===== src/rtl/decoder_nto2n_pipe.sv =====
// -----------------------------------------------------------------------------
// decoder_nto2n_pipe
//
// Registered binary-to-one-hot decoder with a valid/ready handshake on both
// sides. A code is either taken from in_sel (DIRECT mode) or from an internal
// scan pointer (SCAN mode). The decoded vector is held in a single output
// register stage that downstream backpressure can stall. The output polarity
// is selectable.
//
// Parameters:
//   IN_W        width of the binary select input
//   OUT_N       number of decoded outputs, 1 <= OUT_N <= 2**IN_W
//   ACTIVE_LOW  0: selected bit is 1, others 0; 1: selected bit is 0, others 1
//
// Ports:
//   clk        system clock, rising edge
//   rst        synchronous active-high reset
//   en         load enable; low blocks every new transfer
//   mode       0 = DIRECT (decode in_sel), 1 = SCAN (decode the scan pointer)
//   in_valid   in_sel is valid (only looked at in DIRECT mode)
//   in_ready   block can accept or generate a code this cycle
//   in_sel     binary code to decode
//   out_valid  out_dec / out_idx / out_err hold a valid result
//   out_ready  downstream consumes the result
//   out_dec    decoded vector, polarity set by ACTIVE_LOW
//   out_idx    registered copy of the decoded code
//   out_err    registered result had a code >= OUT_N
//   scan_wrap  one-cycle pulse after the scan pointer wraps to 0
// -----------------------------------------------------------------------------
module decoder_nto2n_pipe #(
   parameter int IN_W       = 3,
   parameter int OUT_N      = 8,
   parameter int ACTIVE_LOW = 0
) (
   input  logic              clk,
   input  logic              rst,
   input  logic              en,
   input  logic              mode,
   input  logic              in_valid,
   output logic              in_ready,
   input  logic [IN_W-1:0]   in_sel,
   output logic              out_valid,
   input  logic              out_ready,
   output logic [OUT_N-1:0]  out_dec,
   output logic [IN_W-1:0]   out_idx,
   output logic              out_err,
   output logic              scan_wrap
);

   // Vector driven whenever no output is selected (idle, drained or error).
   localparam logic [OUT_N-1:0] INACTIVE   = (ACTIVE_LOW != 0) ? {OUT_N{1'b1}} : {OUT_N{1'b0}};

   // Level driven on the single selected output bit.
   localparam logic             ACTIVE_BIT = (ACTIVE_LOW != 0) ? 1'b0 : 1'b1;

   // OUT_N widened by one bit so the range check also covers OUT_N == 2**IN_W.
   localparam logic [IN_W:0]    OUT_N_EXT  = (IN_W + 1)'(OUT_N);

   // Highest legal code; the scan pointer wraps after decoding this value.
   localparam logic [IN_W-1:0]  LAST_CODE  = IN_W'(OUT_N - 1);

   logic              accept;
   logic              scan_accept;
   logic              drain;
   logic              ptr_at_last;
   logic              code_err;
   logic [IN_W-1:0]   code;
   logic [IN_W-1:0]   scan_ptr;
   logic [OUT_N-1:0]  dec_next;

   // Handshake. The output register is a plain pass-through stage without a
   // skid buffer, so it can only take a new code when it is empty or is being
   // emptied this same cycle. In SCAN mode the block sources its own codes,
   // so in_valid is irrelevant and readiness alone is an accept.
   always_comb begin
      in_ready    = en & (~out_valid | out_ready);
      accept      = in_ready & (mode | in_valid);
      scan_accept = accept & mode;
      drain       = out_valid & out_ready;
   end

   // Code selection and range check. The scan pointer never leaves the legal
   // range, so code_err can only be set by an out-of-range DIRECT select.
   always_comb begin
      code        = mode ? scan_ptr : in_sel;
      code_err    = ({1'b0, code} >= OUT_N_EXT);
      ptr_at_last = (scan_ptr == LAST_CODE);
   end

   // One-hot decode of the selected code. Codes with no matching output bit
   // simply leave the whole vector inactive, which is the error result.
   always_comb begin
      dec_next = INACTIVE;
      for (int i = 0; i < OUT_N; i++) begin
         if (code == IN_W'(i)) begin
            dec_next[i] = ACTIVE_BIT;
         end
      end
   end

   // Output register stage. An accept always wins over a drain, which gives
   // back-to-back replacement at one transfer per cycle. Without an accept
   // or drain the stage holds, which keeps the result stable under
   // backpressure. out_dec is returned to inactive when the stage empties,
   // so an empty stage never shows a selected bit.
   always_ff @(posedge clk) begin
      if (rst) begin
         out_valid <= 1'b0;
         out_dec   <= INACTIVE;
         out_idx   <= '0;
         out_err   <= 1'b0;
      end else if (accept) begin
         out_valid <= 1'b1;
         out_dec   <= dec_next;
         out_idx   <= code;
         out_err   <= code_err;
      end else if (drain) begin
         out_valid <= 1'b0;
         out_dec   <= INACTIVE;
         out_err   <= 1'b0;
      end
   end

   // Scan pointer. It advances only on a SCAN accept, so it holds through
   // DIRECT periods, en=0 and backpressure. The wrap pulse is registered
   // alongside the result of the last legal code, so it lines up with the
   // cycle in which that code is presented on out_idx.
   always_ff @(posedge clk) begin
      if (rst) begin
         scan_ptr  <= '0;
         scan_wrap <= 1'b0;
      end else begin
         scan_wrap <= 1'b0;
         if (scan_accept) begin
            if (ptr_at_last) begin
               scan_ptr  <= '0;
               scan_wrap <= 1'b1;
            end else begin
               scan_ptr  <= scan_ptr + 1'b1;
            end
         end
      end
   end

endmodule


===== config.mk =====
export PLATFORM = sky130hd
export DESIGN_NAME = decoder_nto2n_pipe
export DESIGN_NICKNAME = d
export VERILOG_FILES = /design/src/rtl/decoder_nto2n_pipe.sv
export SDC_FILE = /design/constraint.sdc
export NUM_CORES = 1
export LEC_CHECK = 0
export ABC_AREA = 0
export CAP_MARGIN = 5
export CORE_MARGIN = 5
export CORE_UTILIZATION = 45
export CTS_CLUSTER_DIAMETER = 30
export DETAILED_ROUTE_END_ITERATION = 10
export GPL_TIMING_DRIVEN = 0
export PLACE_DENSITY = 0.84
export SYNTH_ARGS = -nofsm -noshare
export SYNTH_HDL_FRONTEND = slang
export SYNTH_SLANG_ARGS = --single-unit

===== constraint.sdc =====
create_clock -name clk -period 1.9 [get_ports clk]
set_input_delay 0.285 -clock clk [delete_from_list [all_inputs] [get_ports clk]]
set_output_delay 0.285 -clock clk [all_outputs]
set_load 0.005 [all_outputs]

======== Word level (Yosys, flattened, before mapping) ========
Cells that the tools add are included.
Widths: inputs -> output; s select.
storage, ports and cells
  register bits after elaboration ......... 16
  bits in latches ......................... 0
  memory bits (writable) .................. 0
  ROM bits ................................ 0
  output and inout port bits .............. 15
  logic and storage cells ................. 40
  memories ................................ 0
cells by class
  add/sub/neg operators ................... 1
  multiply operators ...................... 0
  div/mod/pow operators ................... 0
  magnitude comparators ................... 0
  eq/ne operators ......................... 8
  shift operators ......................... 0
  mux-type cells .......................... 15
  bitwise gates (word level) .............. 8
  reduce and logical (&&, ||, !) cells .... 3
operators with widths
  cell                 count
  $mux 8               2
  $eq 3x3->1 const B   5
  $mux 1               11
  $eq 3x2->1 const B   2
  $mux 3               2
  $and 1x1->1          4
  $add 3x1->3 const B  1
  $eq 3x1->1 const B   1
  $logic_not 3->1      1
  $not 1->1            2
  $or 1x1->1           2
  $reduce_bool 2->1    1
  $reduce_or 2->1      1

======== Depth between registers and ports, before layout ========
  word-level depth ........................ 7
  mapped depth ............................ 5
  mapped depth without buffers ............ 5

======== Worst setup path after synthesis ========
Ideal clock, no wire load.
  path type ............................... register to register
  from .................................... register out_valid
  to ...................................... register out_dec[4]
  library setup time ...................... 59 ps
  arrival ................................. 1084 ps
  data required time ...................... 1841 ps
  path slack .............................. 757 ps
  cell stages (with the launch flop) ...... 5
  buffers on the path ..................... 1
  clock period less this slack ............ 1143 ps
  cell sequence ........................... dfxtp_1 -> nor2b_4 -> buf_6 -> nor3_1 -> a22o_1
on the way
  cells in the longest elaborated chain, start to end .. 5
ends and longest elaborated chain
  what                                                RTL line  RTL
  from (decl)                                         42        output logic out_valid,
  from (signal assigned)                              108       out_valid <= 1'b0;
  from (signal assigned)                              113       out_valid <= 1'b1;
  from (signal assigned)                              118       out_valid <= 1'b0;
  $not 1->1                                           76        in_ready = en & (~out_valid | out_ready);
  $or 1x1->1                                          76
  $and 1x1->1                                         76
  $and 1x1->1                                         77        accept = in_ready & (mode | in_valid);
  $mux 8 / $reduce_bool 2->1 (equally long branches)  n/a
  to (signal assigned)                                114       out_dec <= dec_next;
  to (decl)                                           44        output logic [OUT_N-1:0] out_dec,
Several ways; a longest one is shown, not always the timed one.
A chain may end at the register's enable or synchronous reset.

======== Worst setup path after layout ========
  from .................................... register out_valid
  to ...................................... output in_ready
on the way
  cells in the longest elaborated chain, start to end .. 3
ends and longest elaborated chain
  what         RTL line  RTL
  $not 1->1    76
  $or 1x1->1   76
  $and 1x1->1  76
  to (decl)    40        output logic in_ready,
Every way passes these cells.

==> results.cfg <==
[run_status]
status = complete, no violations

[pwr]
p_leak_uw = 0.000422
ir_drop_uv = 482
powerDensity_nw_per_um2 = 667

[cells_and_area]
multi_input_area_sq_um = 408
nets = 115
drive_above_1_share_pct = 11.7
antenna_cells = 0
final_cells = 120
syn_to_final_growth_pct = 34.1
finalInstanceArea_sq_um = 1060
fillCellCount = 142
utilization_pct = 62.7
register_area_sq_um = 322

[setup_path]
critical_path_class = flip-flop to primary output
critical_path.endpoint_type = primary output
r2r_start = out_valid
crit_buf_inv = 2
reg2reg_to = out_dec[4]
regToRegSetupSlack_ns = 0.59
crit_cells = 4
cpPeakStageDelay_ns = 0.38
critPathMaxFanout = 10
cp.required_ns = 1.62
crit_chain = nor2b_4 > buf_6 > nor2_1 > dlymetal6s2s_1
crit_slowest_cell = dfxtp_2
critPathTopFamily = flip-flops
worstRegToRegCells = 4
critPathLaunchType = flip-flop
crit_arrival_ns = 1.21

[yosys]
synth_fp_nets = 89
synth_area_leaders = dfxtp_1 41%, a22o_1 8.9%, a21oi_1 7.0%
synthArstFlopShare_pct = 0
synth_edf_count = 0
synth_top_cell_by_area = dfxtp_1
ys_seq_elements = 16
ys.flop_type = dfxtp_1
synth_most_common_cell = dfxtp_1
syn_avg_cell_area_sq_um = 10.1
yosys-top-cells-count = 16 x dfxtp_1, 11 x a21oi_1, 8 x a22o_1
syn_inst = 78
seq_area_frac_synth_pct = 40.6
ys_types = 29
ys_warn_count = 0
syn_area_sq_um = 790
synth_top_area_share_pct = 40.6

[global_routing]
grt_pass1_wl_microns = 3190
grt_overflow_total = 0
grt_max_degree = 11
groute.usage.overall_pct = 15.7
grt_pass1_vias = 684
antenna_found_initial = 0

[clock_tree]
cts_root_buf = clkbuf_4
cts-htree-levels = 1
cts-buffers-inserted = 3
cts_tree = done
clock_latency_ns = 0.30
clkTransAtPathRegs_ns = 0.10
cts.sinks = 16
clk_path_buf_depth = 2
hold_buffers = 0

[hold_path]
hold_class = input pin to flip-flop
whs_path_depth = 3
holdPathEnd = out_valid
hold_start = mode

[route]
vias = 710
firstDrtPassIters = 4
vias_per_cell = 5.92
wl_per_cell_microns = 15.9
ant_nets = 0
drc_errors = 0
drt_iter0_drc = 17
routed_wl_microns = 1910

[placement]
placed_cell_area_sq_um = 1020
gp_congestion = 0.760
dpl_worst_slack_ns = -0.101
io_buffers = 21
dpl.hpwl_microns = 1380
placed_cells = 116

[floorplanning]
dieArea_sq_um = 2690
ios = 24
fp.dieW_microns = 51.9
coreArea_sq_um = 1690
start_util_pct = 46.7
rows = 15
die_h_microns = 51.9

[sta]
min_period_over_period_pct = 78.7
max_freq_ghz = 0.669
timing.final.ws_setup_ns = 0.405
finalSetupTns_ns = 0
clock_skew_ns = 0.00649
final_max_slew_viol_count = 0
hold_viol = 0
fin_crit_ns = 1.49
rsz0062_at_grt = no
setup_viol = 0

[flow_run]
cap_violations = 0
## placed cells by master, fill, tap and decap left out, types with 2 or more instances in the layout
| cell | n |
|---|---|
| nand4_1 | 3 |
| clkdlybuf4s50_1 | 18 |
| or3b_1 | 3 |
| buf_6 | 2 |
| inv_1 | 2 |
| mux2i_1 | 3 |
| nor2_1 | 2 |
| clkbuf_4 | 3 |
| a22o_1 | 8 |
| dfxtp_1 | 15 |
| ha_1 | 2 |
| or3_1 | 3 |
| o31ai_1 | 3 |
| nand3b_1 | 3 |
| dlygate4sd2_1 | 2 |
| a21oi_1 | 11 |
| o21ai_0 | 2 |
## area by class of cell
| class | instances | area share [%] |
|---|---|---|
| well taps | 17 | 2.01 |
| inverters | 2 | 0.709 |
| clock buffers | 4 | 3.43 |
| flip-flops and latches | 16 | 30.4 |
| repair buffers | 21 | 19.9 |
| multi-input cells | 55 | 38.5 |
| plain buffers | 5 | 5.08 |
## worst max-delay path by stage
| stage | from | endpoint | slack [ns] |
|---|---|---|---|
| 2_1_floorplan | out_valid | out_dec[4] | 0.76 |
| 3_3_place_gp | en | in_ready | -0.04 |
| 3_5_place_dp | en | in_ready | -0.10 |
| 4_1_cts | out_valid | in_ready | 0.02 |
| 5_1_grt | out_valid | in_ready | 0.33 |
| 6_report | out_valid | in_ready | 0.41 |
## worst min-delay path: stages
cell and delay (ns):
buf_6 0.12, o21ai_4 0.10, a21oi_1 0.16
## registers in the layout, indices dropped and copies added (netlist names)
name / count
out_dec: 8
out_idx: 3
out_valid: 1
scan_ptr: 3
scan_wrap: 1
## timing repair
item	in CTS	in global routing
buffers inserted	0	0
resized for setup	2	2
setup endpoints to repair	1	1
## cell families (layout without fill, tap and decap cells)
kind of cell	Yosys count	after routing	share of synthesized area [%]
adders and majority gates	2	2	3.17
AOI/OAI and AO/OA	27	27	23.9
muxes	3	3	3.80
buffers and inverters	7	32	7.77
other	1	1	0.475
DFF	16	16	40.6
and+or+nand+nor	22	22	20.3
## per-stage QoR
step / total power [uW] / hold slack [ns]
4_1_cts: 701 / 0.417
2_1_floorplan: 427 / 0.449
3_3_place_gp: 478 / 0.460
6_report: 706 / 0.409
5_1_grt: 738 / 0.439
3_5_place_dp: 482 / 0.464
## per-layer routing
| metal | GRT usage [%] | up-vias | share of wire (%) |
|---|---|---|---|
| li1 | - | 344 | - |
| met1 | 20.2 | 339 | 46 |
| met2 | 26.2 | 23 | 48 |
| met3 | 2.58 | 4 | 4.5 |
| met4 | 5.24 | 0 | 2.0 |
| met5 | 0 | - | 0 |
## report_power, final
group	switching [uW]	internal, uW	leakage, uW	total [uW]
registers	9.55	347	0.000130	356
logic	55.1	63.3	0.000270	118
clock network	115	117	0.0000210	231
No activity file was read; power rests on OpenSTA's default activity.
